### config.mk
export PLATFORM = sky130hd
export DESIGN_NAME = reduce_collector
export DESIGN_NICKNAME = d
export VERILOG_FILES = /design/src/rtl/mapreduce_pkg.sv /design/src/rtl/rr_arbiter_onehot.sv /design/src/rtl/reduce_collector.sv
export SDC_FILE = /design/constraint.sdc
export NUM_CORES = 1
export LEC_CHECK = 0
export BUFFER_PORTS_ARGS = -buffer_cell sky130_fd_sc_hd__buf_4
export CORE_UTILIZATION = 45
export DETAILED_ROUTE_END_ITERATION = 7
export GPL_TIMING_DRIVEN = 0
export PLACE_DENSITY = 0.76
export SLEW_MARGIN = 20
export SYNTH_ARGS = -nofsm -noshare
export SYNTH_HDL_FRONTEND = slang
export SYNTH_HIERARCHICAL = 1
export SYNTH_SLANG_ARGS = --single-unit
export TNS_END_PERCENT = 5
### constraint.sdc
create_clock -name clock -period 1.8 [get_ports clock]
set_clock_uncertainty 0.2 [all_clocks]
set_input_delay 0.36 -clock clock [delete_from_list [all_inputs] [get_ports clock]]
set_output_delay 0.36 -clock clock [all_outputs]
set_load 0.01 [all_outputs]
### src/rtl/mapreduce_pkg.sv
// Shared definitions for the partition-to-reducer link.
// Holds the collector state encoding, the memory index width, the default
// point type and a small width helper used for source tags.
package mapreduce_pkg;

    localparam int unsigned MEM_INDEX_W       = 16;
    localparam int unsigned DEFAULT_PRECISION = 16;
    localparam int unsigned DEFAULT_DIMENSION = 2;
    localparam int unsigned DEFAULT_POINT_W   = DEFAULT_PRECISION * DEFAULT_DIMENSION;

    // Point payload for the default DIMENSION/PRECISION configuration.
    typedef logic [DEFAULT_POINT_W-1:0] point_t;
    localparam point_t POINT_DEFAULT = '0;

    // Collector state encoding.
    typedef enum logic [2:0] {
        ST_IDLE    = 3'd0,
        ST_ACK     = 3'd1,
        ST_GAP     = 3'd2,
        ST_COLLECT = 3'd3,
        ST_HOLD    = 3'd4
    } state_t;

    // Index width for n entries, never less than one bit.
    function automatic int unsigned clog2_min1(input int unsigned n);
        return (n > 1) ? 32'($clog2(n)) : 32'd1;
    endfunction

endpackage

### src/rtl/rr_arbiter_onehot.sv
// Combinational round-robin picker.
// Ports:
//   req       - request vector, one bit per requester
//   ptr       - round-robin pointer; the search starts at this index and wraps
//   grant_c   - one-hot grant (all zero when nothing requests)
//   idx_c     - binary index of the granted requester
//   any_req_c - at least one request bit is high
module rr_arbiter_onehot
    import mapreduce_pkg::*;
#(
    parameter int unsigned N     = 4,
    parameter int unsigned IDX_W = clog2_min1(N)
) (
    input  logic [N-1:0]     req,
    input  logic [IDX_W-1:0] ptr,
    output logic [N-1:0]     grant_c,
    output logic [IDX_W-1:0] idx_c,
    output logic             any_req_c
);

    // Walk priorities from lowest to highest so the closest requester at or
    // above the pointer is the last one written and therefore wins.
    always_comb begin
        grant_c   = '0;
        idx_c     = '0;
        any_req_c = 1'b0;
        for (int i = int'(N) - 1; i >= 0; i--) begin
            for (int j = 0; j < int'(N); j++) begin
                if (req[j] && (32'(j) == ((32'(ptr) + 32'(i)) % N))) begin
                    grant_c    = '0;
                    grant_c[j] = 1'b1;
                    idx_c      = IDX_W'(j);
                    any_req_c  = 1'b1;
                end
            end
        end
    end

endmodule

### src/rtl/reduce_collector.sv
// Reducer-side receiver of the partition-to-reducer link.
// Grants one partitioner at a time (round-robin) with a one-cycle acknowledge,
// captures its memory index and DIMENSION serialized value words, and presents
// the assembled point through a valid/ready output buffer.
// Ports:
//   clock, reset_n      - clock, synchronous active-low reset
//   i_request           - per-partitioner request, held until acknowledged
//   o_acknowledged      - one-hot single-cycle acknowledge
//   i_value_data        - per-partitioner serialized value word
//   i_mem_index         - per-partitioner memory index
//   o_valid / i_ready   - output handshake
//   o_point             - assembled point, word k at [k*PRECISION +: PRECISION]
//   o_mem_index, o_src  - memory index and source partitioner of the point
// Optional (REDUCE_COLLECTOR_PERF_EN defined):
//   o_points_received   - saturating count of transfers into the output buffer
//   o_hold_cycles       - saturating count of cycles spent in HOLD
module reduce_collector
    import mapreduce_pkg::*;
#(
    parameter int unsigned NUM_OF_PARTITIONERS = 4,
    parameter int unsigned PRECISION           = 16,
    parameter int unsigned DIMENSION           = 2,
    parameter int unsigned SRC_W               = clog2_min1(NUM_OF_PARTITIONERS)
) (
    input  logic                                       clock,
    input  logic                                       reset_n,
    input  logic [NUM_OF_PARTITIONERS-1:0]             i_request,
    output logic [NUM_OF_PARTITIONERS-1:0]             o_acknowledged,
    input  logic [NUM_OF_PARTITIONERS*PRECISION-1:0]   i_value_data,
    input  logic [NUM_OF_PARTITIONERS*MEM_INDEX_W-1:0] i_mem_index,
    output logic                                       o_valid,
    input  logic                                       i_ready,
    output logic [DIMENSION*PRECISION-1:0]             o_point,
    output logic [MEM_INDEX_W-1:0]                     o_mem_index,
    output logic [SRC_W-1:0]                           o_src
`ifdef REDUCE_COLLECTOR_PERF_EN
    ,
    output logic [31:0]                                o_points_received,
    output logic [31:0]                                o_hold_cycles
`endif
);

    localparam int unsigned NP        = NUM_OF_PARTITIONERS;
    localparam int unsigned POINT_W   = DIMENSION * PRECISION;
    localparam int unsigned CNT_W     = $clog2(DIMENSION + 1);
    localparam int unsigned LAST_WORD = DIMENSION - 1;

    state_t                   state_q, state_d;
    logic [SRC_W-1:0]         rr_ptr;
    logic [SRC_W-1:0]         src_q;
    logic [POINT_W-1:0]       asm_point;
    logic [MEM_INDEX_W-1:0]   asm_index;
    logic [CNT_W-1:0]         word_cnt;

    logic [NP-1:0]            arb_grant_c;
    logic [SRC_W-1:0]         arb_idx_c;
    logic                     arb_any_c;
    logic [SRC_W-1:0]         next_ptr_c;

    logic [PRECISION-1:0]     cur_word_c;
    logic [MEM_INDEX_W-1:0]   cur_index_c;
    logic [POINT_W-1:0]       point_merge_c;
    logic                     out_free_c;

    logic [NP-1:0]            ack_d;
    logic                     grant_load_c;
    logic                     index_load_c;
    logic                     word_load_c;
    logic                     transfer_c;
    logic                     xfer_merge_c;

    rr_arbiter_onehot #(
        .N     (NP),
        .IDX_W (SRC_W)
    ) u_arb (
        .req       (i_request),
        .ptr       (rr_ptr),
        .grant_c   (arb_grant_c),
        .idx_c     (arb_idx_c),
        .any_req_c (arb_any_c)
    );

    assign next_ptr_c  = ((32'(arb_idx_c) + 32'd1) == NP) ? '0 : SRC_W'(32'(arb_idx_c) + 32'd1);
    assign cur_word_c  = i_value_data[32'(src_q) * PRECISION +: PRECISION];
    assign cur_index_c = i_mem_index[32'(src_q) * MEM_INDEX_W +: MEM_INDEX_W];
    assign out_free_c  = !o_valid || i_ready;

    // Assembly register with the incoming word already merged in, so the last
    // word can go straight to the output buffer on the same edge.
    always_comb begin
        point_merge_c = asm_point;
        point_merge_c[32'(word_cnt) * PRECISION +: PRECISION] = cur_word_c;
    end

    // State register.
    always_ff @(posedge clock) begin
        if (!reset_n) begin
            state_q <= ST_IDLE;
        end else begin
            state_q <= state_d;
        end
    end

    // Next-state and datapath strobes.
    always_comb begin
        state_d      = state_q;
        ack_d        = '0;
        grant_load_c = 1'b0;
        index_load_c = 1'b0;
        word_load_c  = 1'b0;
        transfer_c   = 1'b0;
        xfer_merge_c = 1'b0;
        case (state_q)
            ST_IDLE: begin
                if (arb_any_c) begin
                    grant_load_c = 1'b1;
                    ack_d        = arb_grant_c;
                    state_d      = ST_ACK;
                end
            end
            ST_ACK: begin
                state_d = ST_GAP;
            end
            ST_GAP: begin
                index_load_c = 1'b1;
                state_d      = ST_COLLECT;
            end
            ST_COLLECT: begin
                word_load_c = 1'b1;
                if (word_cnt == CNT_W'(LAST_WORD)) begin
                    if (out_free_c) begin
                        transfer_c   = 1'b1;
                        xfer_merge_c = 1'b1;
                        state_d      = ST_IDLE;
                    end else begin
                        state_d = ST_HOLD;
                    end
                end
            end
            ST_HOLD: begin
                if (out_free_c) begin
                    transfer_c = 1'b1;
                    state_d    = ST_IDLE;
                end
            end
            default: begin
                state_d = ST_IDLE;
            end
        endcase
    end

    // Grant bookkeeping, point assembly and the output buffer.
    always_ff @(posedge clock) begin
        if (!reset_n) begin
            o_acknowledged <= '0;
            rr_ptr         <= '0;
            src_q          <= '0;
            asm_point      <= '0;
            asm_index      <= '0;
            word_cnt       <= '0;
            o_valid        <= 1'b0;
            o_point        <= '0;
            o_mem_index    <= '0;
            o_src          <= '0;
        end else begin
            o_acknowledged <= ack_d;
            if (grant_load_c) begin
                src_q  <= arb_idx_c;
                rr_ptr <= next_ptr_c;
            end
            if (index_load_c) begin
                asm_index <= cur_index_c;
                word_cnt  <= '0;
            end
            if (word_load_c) begin
                asm_point <= point_merge_c;
                word_cnt  <= word_cnt + CNT_W'(1);
            end
            if (transfer_c) begin
                o_point     <= xfer_merge_c ? point_merge_c : asm_point;
                o_mem_index <= asm_index;
                o_src       <= src_q;
                o_valid     <= 1'b1;
            end else if (o_valid && i_ready) begin
                o_valid <= 1'b0;
            end
        end
    end

`ifdef REDUCE_COLLECTOR_PERF_EN
    // Saturating performance counters.
    always_ff @(posedge clock) begin
        if (!reset_n) begin
            o_points_received <= '0;
            o_hold_cycles     <= '0;
        end else begin
            if (transfer_c && (o_points_received != 32'hFFFF_FFFF)) begin
                o_points_received <= o_points_received + 32'd1;
            end
            if ((state_q == ST_HOLD) && (o_hold_cycles != 32'hFFFF_FFFF)) begin
                o_hold_cycles <= o_hold_cycles + 32'd1;
            end
        end
    end
`endif

endmodule

==> run_summary.xml <==
<?xml version="1.0" encoding="UTF-8"?>
<metrics>
  <group name="status">
    <metric name="outcome" unit="">complete, but fails checks</metric>
    <metric name="failed_checks" unit="">DRC, setup timing</metric>
  </group>
  <group name="critical_path">
    <metric name="critical_path.max_stage_delay" unit="ns">0.41</metric>
    <metric name="timing.critical_path.buf_inv" unit="">3</metric>
    <metric name="crit_arrival" unit="ns">1.96</metric>
    <metric name="crit_type" unit="">register to register</metric>
    <metric name="r2r-start" unit="">state_q[0]</metric>
    <metric name="critPathSlowestCell" unit="">or3b_4</metric>
    <metric name="cp.required" unit="ns">1.87</metric>
    <metric name="critical_path_peak_fanout" unit="">7</metric>
    <metric name="cp_cell_sequence" unit="">buf_6 &gt; or3b_4 &gt; a21oi_4 &gt; buf_12 &gt; buf_8 &gt; o221ai_2 &gt; a21oi_1</metric>
    <metric name="start_kind" unit="">register</metric>
    <metric name="cp-end-kind" unit="">register</metric>
    <metric name="critical_path.reg2reg.endpoint" unit="">o_point[31]</metric>
    <metric name="ff2ff_setup_slack" unit="ns">-0.09</metric>
    <metric name="critPathTopFamily" unit="">compound AO/OA/AOI/OAI gates</metric>
    <metric name="reg2regPathDepth" unit="">7</metric>
  </group>
  <group name="flow_run">
    <metric name="maxCapViolations" unit="">0</metric>
  </group>
  <group name="synth">
    <metric name="synthesis.nets" unit="">719</metric>
    <metric name="ys.warnings.count" unit="">6</metric>
    <metric name="syn_area" unit="µm²">5390</metric>
    <metric name="synth_area_per_cell" unit="µm²">9.32</metric>
    <metric name="synth_sequential_area_ratio" unit="">0.416</metric>
    <metric name="synth_cell_type_count" unit="">44</metric>
    <metric name="post_synthesis_cell_count" unit="">579</metric>
    <metric name="ys_seq_elements" unit="">112</metric>
  </group>
  <group name="floorplan">
    <metric name="die_w" unit="µm">111</metric>
    <metric name="floorplan.rows" unit="">39</metric>
    <metric name="ios" unit="">190</metric>
    <metric name="initial_utilization" unit="">0.466</metric>
    <metric name="chipHeight" unit="µm">111</metric>
    <metric name="dieArea" unit="µm²">12400</metric>
    <metric name="core" unit="µm²">11600</metric>
  </group>
  <group name="detailed_routing">
    <metric name="avgRoutedWirePerCell" unit="µm">19.8</metric>
    <metric name="drt-vias-per-instance" unit="">5.95</metric>
    <metric name="drc" unit="">5</metric>
    <metric name="drt_iter0_markers" unit="">336</metric>
    <metric name="antenna_violating_nets_post_route" unit="">0</metric>
    <metric name="firstDrtPassIters" unit="">7</metric>
    <metric name="dr_total_vias" unit="">5610</metric>
    <metric name="drt_wl_total" unit="µm">18700</metric>
  </group>
  <group name="cts">
    <metric name="clock_tree_from_tritoncts" unit="">built</metric>
    <metric name="cts_inserted_buffers" unit="">9</metric>
    <metric name="cts-root-buf" unit="">clkbuf_16</metric>
    <metric name="ctsHtreeMaxLevel" unit="">3</metric>
    <metric name="clk-insertion-delay-late" unit="ns">0.34</metric>
    <metric name="cts_hold_buffers" unit="">0</metric>
    <metric name="max-clock-path-buffers" unit="">2</metric>
    <metric name="clkSlewWorstSetupHoldPaths" unit="ns">0.07</metric>
    <metric name="tritoncts_num_sinks" unit="">112</metric>
  </group>
  <group name="worst_hold_path">
    <metric name="hold_start" unit="">i_ready</metric>
    <metric name="hold-path-cell-count" unit="">3</metric>
    <metric name="hp-class" unit="">primary input to register</metric>
    <metric name="hold-path-endpoint" unit="">o_valid</metric>
  </group>
  <group name="global_route">
    <metric name="grt.total_usage" unit="">0.288</metric>
    <metric name="grt_start_max_net_pins" unit="">21</metric>
    <metric name="antenna_found_initial" unit="">0</metric>
    <metric name="globalRoute.totalOverflow" unit="">0</metric>
    <metric name="first_pass_grt_wire_length" unit="µm">28200</metric>
    <metric name="grt_pass1_vias" unit="">5543</metric>
  </group>
  <group name="power_and_ir_drop">
    <metric name="total_leakage_power" unit="nW">3.20</metric>
    <metric name="power_per_cell_area" unit="nW/µm²">771</metric>
    <metric name="total_power" unit="W">0.00615</metric>
    <metric name="max-vdd-ir-drop" unit="mV">0.561</metric>
  </group>
  <group name="cells_and_area">
    <metric name="drive_gt1_frac" unit="">0.479</metric>
    <metric name="fillers" unit="">847</metric>
    <metric name="fin_area" unit="µm²">7970</metric>
    <metric name="antenna_fix_cells" unit="">0</metric>
    <metric name="nNetsFinal" unit="">935</metric>
    <metric name="most-common-layout-cells" unit="">buf_4 (202), dfxtp_1 (106), a21oi_1 (94)</metric>
    <metric name="most_common_library_cell_in_the_layout_ignoring_fill_and_taps" unit="">buf_4</metric>
    <metric name="post_synthesis_to_final_layout_area_growth" unit="%">47.7</metric>
  </group>
  <group name="sta">
    <metric name="report.final.slew_viol_count" unit="">0</metric>
    <metric name="setup-violations-final" unit="">39</metric>
    <metric name="final_min_period_over_clock_period" unit="">1.05</metric>
    <metric name="max_slew.worst_pin.slew" unit="ns">0.710</metric>
    <metric name="grt_setup_unrepaired" unit="">true</metric>
    <metric name="finalCriticalPeriod" unit="ns">1.89</metric>
    <metric name="finalSetupTns" unit="ns">-1.52</metric>
    <metric name="maxSlewHeadroom" unit="">0.527</metric>
    <metric name="setup_ws" unit="ns">-0.0886</metric>
    <metric name="max_freq" unit="GHz">0.529</metric>
    <metric name="hold_viol_final" unit="">0</metric>
    <metric name="timing.hold.ws" unit="ns">0.237</metric>
  </group>
  <group name="placed_design">
    <metric name="detailed_place_hpwl" unit="µm">13300</metric>
    <metric name="io_buffer_count" unit="">185</metric>
    <metric name="placed_cell_area" unit="µm²">6970</metric>
    <metric name="gp_congestion" unit="">0.860</metric>
    <metric name="worst_setup_timing_slack_at_the_placement_stage" unit="ns">-0.481</metric>
  </group>
</metrics>
[where the power goes]
group	leakage [nW]	internal (W)	total, W	switching [W]
sequential	0.912	0.00259	0.00269	0.0000911
combinational	2.14	0.000769	0.00149	0.000717
clock	0.140	0.000972	0.00197	0.00100
[synthesized netlist by cell type, drive strengths merged]
master,number,area (µm²)
o21ai,37,185
nor3b,1,7.51
mux4,32,721
mux2i,5,50.1
o211a,1,10.0
nand2,73,274
nor2,16,60.1
a22oi,1,7.51
or3,1,6.26
clkinv,1,3.75
nor3,3,15.0
nor4bb,1,10.0
buf,28,196
ha,5,62.6
nor4,1,6.26
a21o,1,7.51
a21oi,138,702
nand3,1,5.00
o22ai,2,12.5
and2b,1,8.76
or3b,1,11.3
clkbuf,27,104
nand2b,2,12.5
nor2b,34,213
nand4b,1,8.76
and3,5,31.3
o221a,2,22.5
inv,6,22.5
a21boi,1,7.51
o2bb2ai,1,8.76
a31oi,2,12.5
o21bai,1,7.51
o221ai,32,305
dfxtp,112,2240
o2bb2a,1,10.0
a311oi,1,8.76
nor4b,1,15.0
[routing by layer]
layer  up-vias  global-route usage  wire (µm)
met1      2731               0.377       7700
met4         0               0.145        724
met2       254               0.466       9130
met5         -                   0          0
met3        57              0.0425       1130
li1       2568                   -          -
[repair_timing]
item / in CTS / in global routing
pin swaps: 12 / 21
gates resized for setup: 74 / 79
setup endpoints to repair: 104 / 99
gates cloned: 3 / 1
setup buffers: 10 / 7
[layout make-up]
type	count	area, µm²	area share
Tap cell	143	179	0.0225
Buffer	54	422	0.0529
Inverter	7	33.8	0.00424
Clock inverter	7	61.3	0.00770
Sequential cell	112	2260	0.283
Clock buffer	9	225	0.0283
Multi-Input combinational cell	405	3190	0.401
Timing Repair Buffer	206	1600	0.200
[cell families after synthesis]
kind of cell / Yosys count / synth area share
buffers and inverters: 62 / 0.0605
and+or+nand+nor: 142 / 0.127
adders and majority gates: 5 / 0.0116
AOI/OAI and AO/OA: 221 / 0.242
muxes: 37 / 0.143
DFF: 112 / 0.416
[worst register-to-register path, delay by kind of cell (launching register included)]
family	cells	cell delay, ns
compound gates	3	0.45
flops	1	0.33
buf+inv	3	0.44
simple gates	1	0.41
[per-stage QoR]
| step | instances | util |
|---|---|---|
| after global routing | 943 | 0.689 |
| after floorplan | 579 | - |
| after detailed placement | 907 | 0.602 |
| after global placement | 907 | 0.602 |
| after CTS | 935 | 0.657 |
| final | 943 | 0.689 |
[registers in the layout (all words and copies together) (netlist names), 3 cells and up]
| register | cells |
|---|---|
| asm_index | 16 |
| asm_point | 32 |
| o_acknowledged | 4 |
| o_mem_index | 16 |
| o_point | 32 |
| state_q | 3 |
[how the worst max path moves through the flow]
stage | startpoint | endpoint | cells after the start
after CTS | state_q[0] | o_point[2] | 7
after detailed placement | word_cnt[0] | asm_point[8] | 7
after global routing | word_cnt[1] | o_point[15] | 9
final | state_q[0] | o_point[31] | 7
after global placement | word_cnt[0] | asm_point[12] | 7
after floorplan | word_cnt[0] | asm_point[10] | 7
Note: power is estimated with default switching activity, not from simulation.
